===== config.mk =====
export PLATFORM = sky130hd
export DESIGN_NAME = stepper_seq_ctrl
export DESIGN_NICKNAME = d
export VERILOG_FILES = /design/src/rtl/stepper_seq_ctrl.sv
export SDC_FILE = /design/constraint.sdc
export NUM_CORES = 1
export LEC_CHECK = 0
export ABC_AREA = 1
export ABC_CLOCK_PERIOD_IN_PS = 2800
export BUFFER_PORTS_ARGS = -buffer_cell sky130_fd_sc_hd__buf_2
export CAP_MARGIN = 20
export CELL_PAD_IN_SITES_DETAIL_PLACEMENT = 0
export CELL_PAD_IN_SITES_GLOBAL_PLACEMENT = 2
export CORE_ASPECT_RATIO = 0.6
export CORE_MARGIN = 1
export CORE_UTILIZATION = 37
export CTS_BUF_LIST = sky130_fd_sc_hd__clkbuf_8
export CTS_CLUSTER_SIZE = 24
export DETAILED_ROUTE_END_ITERATION = 7
export PLACE_DENSITY = 0.95
export SYNTH_ARGS = -nofsm -noshare
export SYNTH_HDL_FRONTEND = slang
export SYNTH_SLANG_ARGS = --single-unit

===== constraint.sdc =====
create_clock -name clk -period 2.8 [get_ports clk]
set_input_delay 0.56 -clock clk [delete_from_list [all_inputs] [get_ports clk]]
set_output_delay 0.56 -clock clk [all_outputs]
set_load 0.005 [all_outputs]

===== src/rtl/stepper_seq_ctrl.sv =====
// Unipolar stepper sequencer: wave/full/half-step phase generation with a
// counted move, start/busy/done handshake, abort and optional idle hold.
module stepper_seq_ctrl #(
  parameter int BASE_DIV = 1000,
  parameter int SPD_W    = 4,
  parameter int CNT_W    = 16,
  parameter bit HOLD     = 1'b1
) (
  input  logic             clk,
  input  logic             rstn,
  input  logic             start,
  input  logic             stop,
  input  logic             dir,
  input  logic [1:0]       mode,
  input  logic [SPD_W-1:0] speed,
  input  logic [CNT_W-1:0] steps,
  output logic [3:0]       out,
  output logic             busy,
  output logic             done,
  output logic [CNT_W-1:0] remain
);

  localparam int PW = $clog2((2 ** SPD_W) * BASE_DIV);

  typedef enum logic {IDLE, RUN} state_t;

  state_t           state_reg, state_next;
  logic [2:0]       ph_reg, ph_next;
  logic [CNT_W-1:0] remain_reg, remain_next;
  logic [PW-1:0]    cnt_reg, cnt_next;
  logic [PW-1:0]    term_reg, term_next;
  logic             dir_reg, dir_next;
  logic             half_reg, half_next;
  logic             done_reg, done_next;

  logic [SPD_W:0]   speed_p1;
  logic [PW-1:0]    term_calc;
  logic [2:0]       ph_inc;
  logic             misalign;

  function automatic logic [3:0] pattern(input logic [2:0] p);
    case (p)
      3'd0:    pattern = 4'b1000;
      3'd1:    pattern = 4'b1100;
      3'd2:    pattern = 4'b0100;
      3'd3:    pattern = 4'b0110;
      3'd4:    pattern = 4'b0010;
      3'd5:    pattern = 4'b0011;
      3'd6:    pattern = 4'b0001;
      default: pattern = 4'b1001;
    endcase
  endfunction

  // speed+1 is formed one bit wider so an all-ones speed cannot wrap to zero
  always_comb begin
    speed_p1  = {1'b0, speed} + {{SPD_W{1'b0}}, 1'b1};
    term_calc = PW'(32'(speed_p1) * 32'(BASE_DIV) - 32'd1);
    ph_inc    = half_reg ? 3'd1 : 3'd2;
    // wave lives on even phases, full (and reserved) on odd, half anywhere
    case (mode)
      2'b00:   misalign = ph_reg[0];
      2'b10:   misalign = 1'b0;
      default: misalign = ~ph_reg[0];
    endcase
  end

  always_comb begin
    state_next  = state_reg;
    ph_next     = ph_reg;
    remain_next = remain_reg;
    cnt_next    = cnt_reg;
    term_next   = term_reg;
    dir_next    = dir_reg;
    half_next   = half_reg;
    done_next   = 1'b0;
    case (state_reg)
      IDLE: begin
        if (start) begin
          if (steps != '0) begin
            state_next  = RUN;
            dir_next    = dir;
            half_next   = (mode == 2'b10);
            term_next   = term_calc;
            remain_next = steps;
            cnt_next    = '0;
            if (misalign) ph_next = dir ? ph_reg + 3'd1 : ph_reg - 3'd1;
          end else begin
            done_next = 1'b1;
          end
        end
      end
      RUN: begin
        if (stop) begin
          state_next = IDLE;
        end else if (cnt_reg == term_reg) begin
          cnt_next    = '0;
          ph_next     = dir_reg ? ph_reg + ph_inc : ph_reg - ph_inc;
          remain_next = remain_reg - CNT_W'(1);
          if (remain_reg == CNT_W'(1)) begin
            state_next = IDLE;
            done_next  = 1'b1;
          end
        end else begin
          cnt_next = cnt_reg + PW'(1);
        end
      end
      default: state_next = IDLE;
    endcase
  end

  always_ff @(posedge clk or negedge rstn) begin
    if (!rstn) begin
      state_reg  <= IDLE;
      ph_reg     <= 3'd0;
      remain_reg <= '0;
      cnt_reg    <= '0;
      term_reg   <= '0;
      dir_reg    <= 1'b0;
      half_reg   <= 1'b0;
      done_reg   <= 1'b0;
    end else begin
      state_reg  <= state_next;
      ph_reg     <= ph_next;
      remain_reg <= remain_next;
      cnt_reg    <= cnt_next;
      term_reg   <= term_next;
      dir_reg    <= dir_next;
      half_reg   <= half_next;
      done_reg   <= done_next;
    end
  end

  assign busy   = (state_reg == RUN);
  assign done   = done_reg;
  assign remain = remain_reg;
  assign out    = (busy || HOLD) ? pattern(ph_reg) : 4'b0000;

endmodule


**Word-level counts from Yosys, hierarchy flattened**

Index checks and enable logic that the tools add are counted.

- Register bits after elaboration: 51
- Output and inout port bits: 22
- Logic and storage cells: 73

- $add $sub $neg: 8
- $mul: 1
- Equality and inequality tests: 14
- Muxes and demuxes: 33
- Bitwise logic cells: 2
- Reductions and logical operators: 7

Operator list:

| operator | count |
|---|---|
| $mux W16 | 4 |
| $mux W14 | 4 |
| $pmux W16 S2 | 1 |
| $pmux W14 S2 | 1 |
| $pmux W4 S7 | 1 |
| $mux W3 | 7 |
| $eq A16 B1 Y1 const B | 1 |
| $reduce_bool A16 Y1 | 1 |
| $sub A16 B1 Y16 const B | 1 |
| $add A14 B1 Y14 const B | 1 |
| $eq A14 B14 Y1 | 1 |
| $sub A14 B1 Y14 const B | 1 |
| $mul A5 B7 Y11 const B | 1 |
| $mux W1 | 10 |
| $eq A3 B3 Y1 const B | 3 |
| $ne A2 B2 Y1 const B | 4 |
| $eq A3 B2 Y1 const B | 2 |
| $pmux W1 S2 | 3 |
| $pmux W3 S2 | 1 |
| $reduce_and A3 Y1 | 2 |
| $add A4 B1 Y5 const B | 1 |
| $reduce_and A5 Y1 | 1 |
| $reduce_and A4 Y1 | 1 |
| $add A3 B1 Y3 const B | 1 |
| other kinds (10) | 11 |

**Logic depth before layout (Yosys ltp)**

Gate-level depths: netlist of run 1.

- Depth in word-level cells: 6
- Mapped depth: 23
- Gate-level depth less buffers: 23

**Least setup slack after synthesis of run 1**

OpenSTA, ideal clock, no wires.

- Kind: input-to-reg
- Start: input port speed[0]
- End: register term_reg[13]
- Setup time: 0.117 ns
- Arrival: 3.762 ns
- Slack: -1.079 ns
- Stages on the path: 18
- Cells stage by stage: ha_1 -> nand3_1 -> inv_1 -> fa_1 -> fa_1 -> fa_1 -> inv_1 -> ha_1 -> nand2_1 -> inv_1 -> nand2_1 -> nand3_1 -> nand2_1 -> nand2_1 -> nor2_1 -> nand3_1 -> nand3_1 -> nand2_1

- Word-level cells in the longest chain between the ends: 3

Ends and longest elaborated chain:

| what | RTL line | RTL |
|---|---|---|
| start: declaration | 15 | `input logic [SPD_W-1:0] speed,` |
| $add A4 B1 Y5 | 56 | `speed_p1 = {1'b0, speed} + {{SPD_W{1'b0}}, 1'b1};` |
| $mul A5 B7 Y11 | 57 | `term_calc = PW'(32'(speed_p1) * 32'(BASE_DIV) - 32'd1);` |
| $sub A14 B1 Y14 | 57 |  |
| end signal: assignment | 126 | `term_reg <= term_next;` |
| end: declaration | 31 | `logic [PW-1:0] term_reg, term_next;` |

No other way between the ends.
A chain may end at the register's enable or synchronous reset.

**Final worst setup path of run 1**

- Start: input port speed[0]
- End: register term_reg[10]

Same word-level chain as after synthesis.

==> impl_metrics.env, run 1 <==
export IMPL_arrival_ps=3700
export IMPL_hold_ws_ps=117
export IMPL_ys_warn_count=0
export IMPL_hpwlAfterDp_um=9170
export IMPL_setup_viol=7
export IMPL_grt_max_degree=36
export IMPL_postSynthAreaPerCell_um2=7.02
export IMPL_grt_pass1_vias=3812
export IMPL_setup_slack_ps=-662
export IMPL_yosysSeqAreaShare_pct=28.0
export IMPL_syn_area_mm2=0.00438
export IMPL_initial_utilization_pct=38.3
export IMPL_slowest_stage="fa_2"
export IMPL_cp_data_required_time_ps=3030
export IMPL_ir_drop_uv=259
export IMPL_cts_hold_buf=0
export IMPL_cap_viol_max_count=0
export IMPL_timing_final_crit_share_pct=124
export IMPL_combPwrFrac_pct=61.2
export IMPL_maxSlewHeadroom_pct=62.8
export IMPL_slew_viol_final=0
export IMPL_synth_seq_cells=49
export IMPL_clkSinkCount=49
export IMPL_timing_fmax_mhz=289
export IMPL_grt_overflow=0
export IMPL_num_rows=30
export IMPL_ant_nets=0
export IMPL_totalWireLength_um=11800
export IMPL_wl_per_cell_um=13.7
export IMPL_core_area_mm2=0.0114
export IMPL_tritoncts="built"
export IMPL_powerDensity_mw_per_mm2=776
export IMPL_final_common_cell="nand2_1"
export IMPL_synthCells=623
export IMPL_die_y_um=86.2
export IMPL_critical_path_class="input port to flip-flop"
export IMPL_r2r_start="cnt_reg[0]"
export IMPL_drt_iter0_markers=291
export IMPL_path_cells="buf_8 > ha_4 > inv_2 > nand2_2 > nand2_4 > fa_2 > fa_1 > fa_1 > inv_2 > ha_4 > nand2_4 > nand2_4 > inv_2 > nand2_1 > nand2_1 > nand2_2 > inv_1 > buf_4 > xor2_1 > o21ai_1"
export IMPL_synth_fp_nets=691
export IMPL_layout_common_cells="146 x nand2_1, 83 x inv_1, 55 x nor2_1"
export IMPL_drc=0
export IMPL_vias_per_cell=4.90
export IMPL_clk_pin_slew_ps=100
export IMPL_synth_cell_types=36
export IMPL_status="finished, violations left"
export IMPL_h_tree_depth=2
export IMPL_total_power_mw=4.25
export IMPL_swShare_pct=47.6
export IMPL_clock_root_buffer="clkbuf_8"
export IMPL_die_width_um=142
export IMPL_violations="negative setup slack"
export IMPL_r2r_slack_ps=830
export IMPL_antenna_found_initial=0
export IMPL_switchingPower_mw=2.03
export IMPL_worstSetupEndpointType="flip-flop"
export IMPL_cts_made_buffers=5
export IMPL_rsz0062_at_grt="yes"
export IMPL_power_internal_mw=2.23
export IMPL_r2r_end="remain[10]"
export IMPL_gp_congestion=0.857
export IMPL_hold_viol=0
export IMPL_clockPowerShare_pct=10.9
export IMPL_ctsLongestPathBuffers=2
export IMPL_clk_latency_ps=310
export IMPL_final_nets=774
export IMPL_antenna_cells=0
export IMPL_die_area_mm2=0.0123
export IMPL_slowest_delay_ps=560
export IMPL_critPathMaxFanout=5
export IMPL_layout_drive_gt1_share_pct=24.6
export IMPL_leakagePower_nw=2.80
export IMPL_hold_path_class="input port to async pin"
export IMPL_cp_start_kind="input port"
export IMPL_timing_final_crit_period_ps=3460
export IMPL_worst_slew_pin_slew_ps=553
export IMPL_grt_pass1_wl_um=19300
export IMPL_port_buffers=48
export IMPL_fin_skew_ps=9.76
export IMPL_io_pins=49
export IMPL_syn_to_final_growth_pct=25.3
export IMPL_r2r_cells=9
export IMPL_grt_usage_pct=20.1
export IMPL_vias=4244
export IMPL_drt_pass1_iterations=5
export IMPL_largest_reg_flops=16
export IMPL_seqPwrFrac_pct=27.8
[through the flow]
step	setup WS [ps]	utilization [%]	TNS (ps)	instance area, µm²	instances
5_1_grt	-793	48.1	-4690	5480	867
2_1_floorplan	-776	-	-3950	4450	623
3_5_place_dp	-1120	44.6	-6890	5090	857
4_1_cts	-651	46.8	-3620	5340	867
6_report	-662	48.1	-3770	5480	867
3_3_place_gp	-1050	44.6	-6510	5090	857
[kinds of logic (layout without fill, tap and decap cells)]
family | after synthesis | after routing | share of synthesized area, %
flip-flops | 49 | 49 | 28.0
AND/OR/NAND/NOR | 321 | 321 | 32.3
AO/OA/AOI/OAI | 72 | 72 | 9.41
XOR/XNOR | 29 | 29 | 5.81
adder cells (fa/ha/maj) | 41 | 41 | 13.6
buffers and inverters | 108 | 192 | 10.2
multiplexers | 3 | 3 | 0.686
[layer usage]
metal	GRT usage, %	vias up	part of all wire (%)
li1	-	2150	-
met1	33.5	1979	55
met2	26.3	109	38
met3	3.54	6	5.7
met4	3.03	0	0.56
met5	0	-	0
[worst max-delay path: cells and delay by family]
family          cells  cell delay [ps]
compound gates      1              120
xor+xnor            1              130
fa+ha+maj           5             1960
buf+inv             6              410
simple gates        7              500
[cells in the mapped netlist]
library cell / number / share of area [%]
nand2_1: 164 / 14
inv_1: 91 / 7.8
nor2_1: 61 / 5.2
nand3_1: 55 / 6.3
dfrtp_1: 49 / 28
ha_1: 30 / 8.6
o21ai_0: 28 / 3.2
xor2_1: 21 / 4.2
a21oi_1: 16 / 1.8
nand4_1: 16 / 2.3
fa_1: 11 / 5.0
o21ai_1: 9 / 1.0
xnor2_1: 8 / 1.6
nor3_1: 7 / 0.80
o21ai_2: 7 / 1.4
nand2_2: 6 / 0.86
buf_2: 4 / 0.46
buf_6: 4 / 1.0
clkbuf_1: 4 / 0.34
nand3b_1: 4 / 0.69
inv_2: 3 / 0.26
mux2i_1: 3 / 0.69
o31ai_1: 3 / 0.51
a31oi_1: 2 / 0.29
nand2_4: 2 / 0.51
nor2_4: 2 / 0.51
nor3_2: 2 / 0.46
o21bai_1: 2 / 0.34
o22ai_1: 2 / 0.29
a21boi_0: 1 / 0.17
a21o_1: 1 / 0.17
buf_1: 1 / 0.086
buf_4: 1 / 0.17
nand2_8: 1 / 0.46
o211ai_1: 1 / 0.17
or2_2: 1 / 0.14
[timing repair]
action	4_1_cts	5_1_grt
pin swaps	26	36
setup buffers	2	0
resized for setup	32	36
setup endpoints to repair	7	7
[power by group through the flow]
stage	Sequential (mW)	Clock [mW]	Combinational, mW
6_report	1.18	0.466	2.61
5_1_grt	1.22	0.516	2.94
4_1_cts	1.18	0.492	2.36
3_5_place_dp	1.19	0	2.25
3_3_place_gp	1.19	0	2.22
2_1_floorplan	1.14	0	1.59
[cell type report]
cell class	instances	area [µm²]
clock inverters	1	5.00
multi-input cells	466	3010
repair buffers	90	589
fillers	1180	5930
clock buffers	7	96.3
flip-flops and latches	49	1230
inverters	94	353
well taps	160	200
[worst max-delay path by stage]
stage / startpoint / end / slack [ps] / depth (start not counted)
after detailed placement: speed[0] / term_reg[13] / -1120 / 18
after CTS: speed[1] / term_reg[13] / -650 / 19
after floorplan: speed[0] / term_reg[13] / -780 / 20
after global placement: speed[0] / term_reg[13] / -1050 / 18
after global routing: speed[0] / term_reg[12] / -790 / 22
final: speed[0] / term_reg[10] / -660 / 20
Note: power is estimated with default switching activity, not from simulation.
==> run 2: changes to the inputs <==
--- a/config.mk
+++ b/config.mk
@@ -8,8 +8,7 @@
 export ABC_AREA = 1
 export ABC_CLOCK_PERIOD_IN_PS = 2800
 export BUFFER_PORTS_ARGS = -buffer_cell sky130_fd_sc_hd__buf_2
-export CAP_MARGIN = 20
-export CELL_PAD_IN_SITES_DETAIL_PLACEMENT = 0
+export CELL_PAD_IN_SITES_DETAIL_PLACEMENT = 2
 export CELL_PAD_IN_SITES_GLOBAL_PLACEMENT = 2
 export CORE_ASPECT_RATIO = 0.6
 export CORE_MARGIN = 1
==> run 2 against run 1 <==
Compared with the run above: the run still ends with negative setup slack left; via count rose by 26%; highest routed layer unchanged; first-iteration DRC count rose by 54%; power rose by 27%; hold slack got worse by 39 ps; global-route usage rose by 23 points; final area rose by 1.6%.
==> impl_metrics.env, run 2 (synthesized netlist as in run 1, its figures left out) <==
export IMPL_die_y_um=86.2
export IMPL_post_place_ws_ps=-1550
export IMPL_setup_slack_ps=-1200
export IMPL_arrival_ps=4300
export IMPL_critPathMaxFanout=7
export IMPL_clk_latency_ps=370
export IMPL_tritoncts="built"
export IMPL_antenna_found_initial=0
export IMPL_hpwlAfterDp_um=16100
export IMPL_fin_skew_ps=18.6
export IMPL_worstSetupEndpointType="flip-flop"
export IMPL_worst_slew_pin_slew_ps=868
export IMPL_critical_path_class="input port to flip-flop"
export IMPL_leakagePower_nw=2.87
export IMPL_num_rows=30
export IMPL_wl_per_cell_um=30.5
export IMPL_powerDensity_mw_per_mm2=966
export IMPL_cp_data_required_time_ps=3100
export IMPL_final_nets=780
export IMPL_cts_made_buffers=5
export IMPL_finalSetupTns_ps=-7130
export IMPL_ir_drop_uv=355
export IMPL_timing_fmax_mhz=250
export IMPL_grt_pass1_wl_um=37900
export IMPL_gp_congestion=0.857
export IMPL_totalWireLength_um=26600
export IMPL_grt_usage_pct=43.0
export IMPL_dpl_cell_area_mm2=0.00509
export IMPL_largest_reg_flops=16
export IMPL_status="finished, violations left"
export IMPL_initial_utilization_pct=38.3
export IMPL_core_area_mm2=0.0114
export IMPL_ant_nets=0
export IMPL_drc=0
export IMPL_die_area_mm2=0.0123
export IMPL_cp_start_kind="input port"
export IMPL_layout_drive_gt1_share_pct=27.1
export IMPL_io_pins=49
export IMPL_slew_viol_final=0
export IMPL_grt_max_degree=36
export IMPL_ctsLongestPathBuffers=2
export IMPL_clock_root_buffer="clkbuf_8"
export IMPL_grt_pass1_vias=5859
export IMPL_vias=5355
export IMPL_setup_viol=8
export IMPL_rsz0062_at_grt="yes"
export IMPL_clkSinkCount=49
export IMPL_syn_to_final_growth_pct=27.4
export IMPL_drt_pass1_iterations=5
export IMPL_cap_viol_max_count=0
export IMPL_antenna_cells=0
export IMPL_drt_iter0_markers=449
export IMPL_hold_path_class="input port to async pin"
export IMPL_timing_final_crit_share_pct=143
export IMPL_port_buffers=48
export IMPL_final_cell_area_mm2=0.00557
export IMPL_grt_overflow=0
export IMPL_cts_hold_buf=0
export IMPL_hold_viol=0
export IMPL_violations="negative setup slack"
export IMPL_h_tree_depth=2
export IMPL_die_width_um=142
export IMPL_layout_common_cells="138 x nand2_1, 81 x inv_1, 56 x nor2_1"
export IMPL_maxSlewHeadroom_pct=41.6
export IMPL_clk_pin_slew_ps=120
export IMPL_vias_per_cell=6.13
export IMPL_timing_final_crit_period_ps=4000
export IMPL_final_common_cell="nand2_1"
run 2: critical path, cell delays in order:
cell	delay, ps
buf_12	90
buf_4	190
inv_1	100
ha_2	410
inv_2	110
fa_1	520
fa_1	550
inv_1	120
ha_4	380
nand3_2	130
nand3_2	130
buf_4	150
nand2_1	90
nand3_1	100
nand2_1	60
nand2_1	160
inv_1	110
nand2_1	120
nand3_2	80
nand2_2	100
run 2: final timing paths:
| check | end | startpoint | slack [ps] | depth (start not counted) |
|---|---|---|---|---|
| setup / recovery | term_reg[13] | speed[0] | -1200 | 20 |
| hold / removal | remain[7] | rstn | 80 | 1 |
| setup reg to reg | cnt_reg[8] | cnt_reg[0] | -90 | 9 |
| hold reg to reg | remain[1] | remain[1] | 550 | 2 |
| max in group asynchronous | cnt_reg[4] | rstn | 2010 | 2 |
| min in group clk | half_reg | mode[1] | 520 | 3 |
run 2: layout make-up:
class                           count  area, µm²
Clock buffer                        6       82.6
Clock inverter                      2       37.5
Fill cell                        1303       5840
Inverter                           94        355
Multi-Input combinational cell    466       3040
Sequential cell                    49       1230
Tap cell                          160        200
Timing Repair Buffer               96        637
run 2: routing by layer:
| layer | up-vias | track usage [%] | part of all wire [%] |
|---|---|---|---|
| met5 | - | 0 | 0 |
| met4 | 0 | 24.6 | 6.6 |
| met3 | 139 | 10.1 | 8.0 |
| met2 | 348 | 72.0 | 45 |
| met1 | 2714 | 51.3 | 40 |
| li1 | 2154 | - | - |
run 2: stage by stage:
stage          utilization [%]  power, mW  hold slack [ps]  cells
4_1_cts                   47.9       4.72              110    871
5_1_grt                   48.8       5.58             71.1    873
6_report                  48.8       5.39             77.3    873
3_5_place_dp              44.6       3.85              471    857
3_3_place_gp              44.6       3.41              457    857
2_1_floorplan                -       2.73              264    623
run 2: timing repair:
action,4_1_cts,5_1_grt
setup buffers,6,2
gates resized for setup,55,27
pin swaps,27,22
setup endpoints to repair,7,7
run 2: power by group:
| group | internal [mW] | switching [mW] | leakage (nW) |
|---|---|---|---|
| clock network | 0.291 | 0.317 | 0.0574 |
| logic | 1.19 | 2.29 | 2.19 |
| registers | 0.913 | 0.387 | 0.623 |
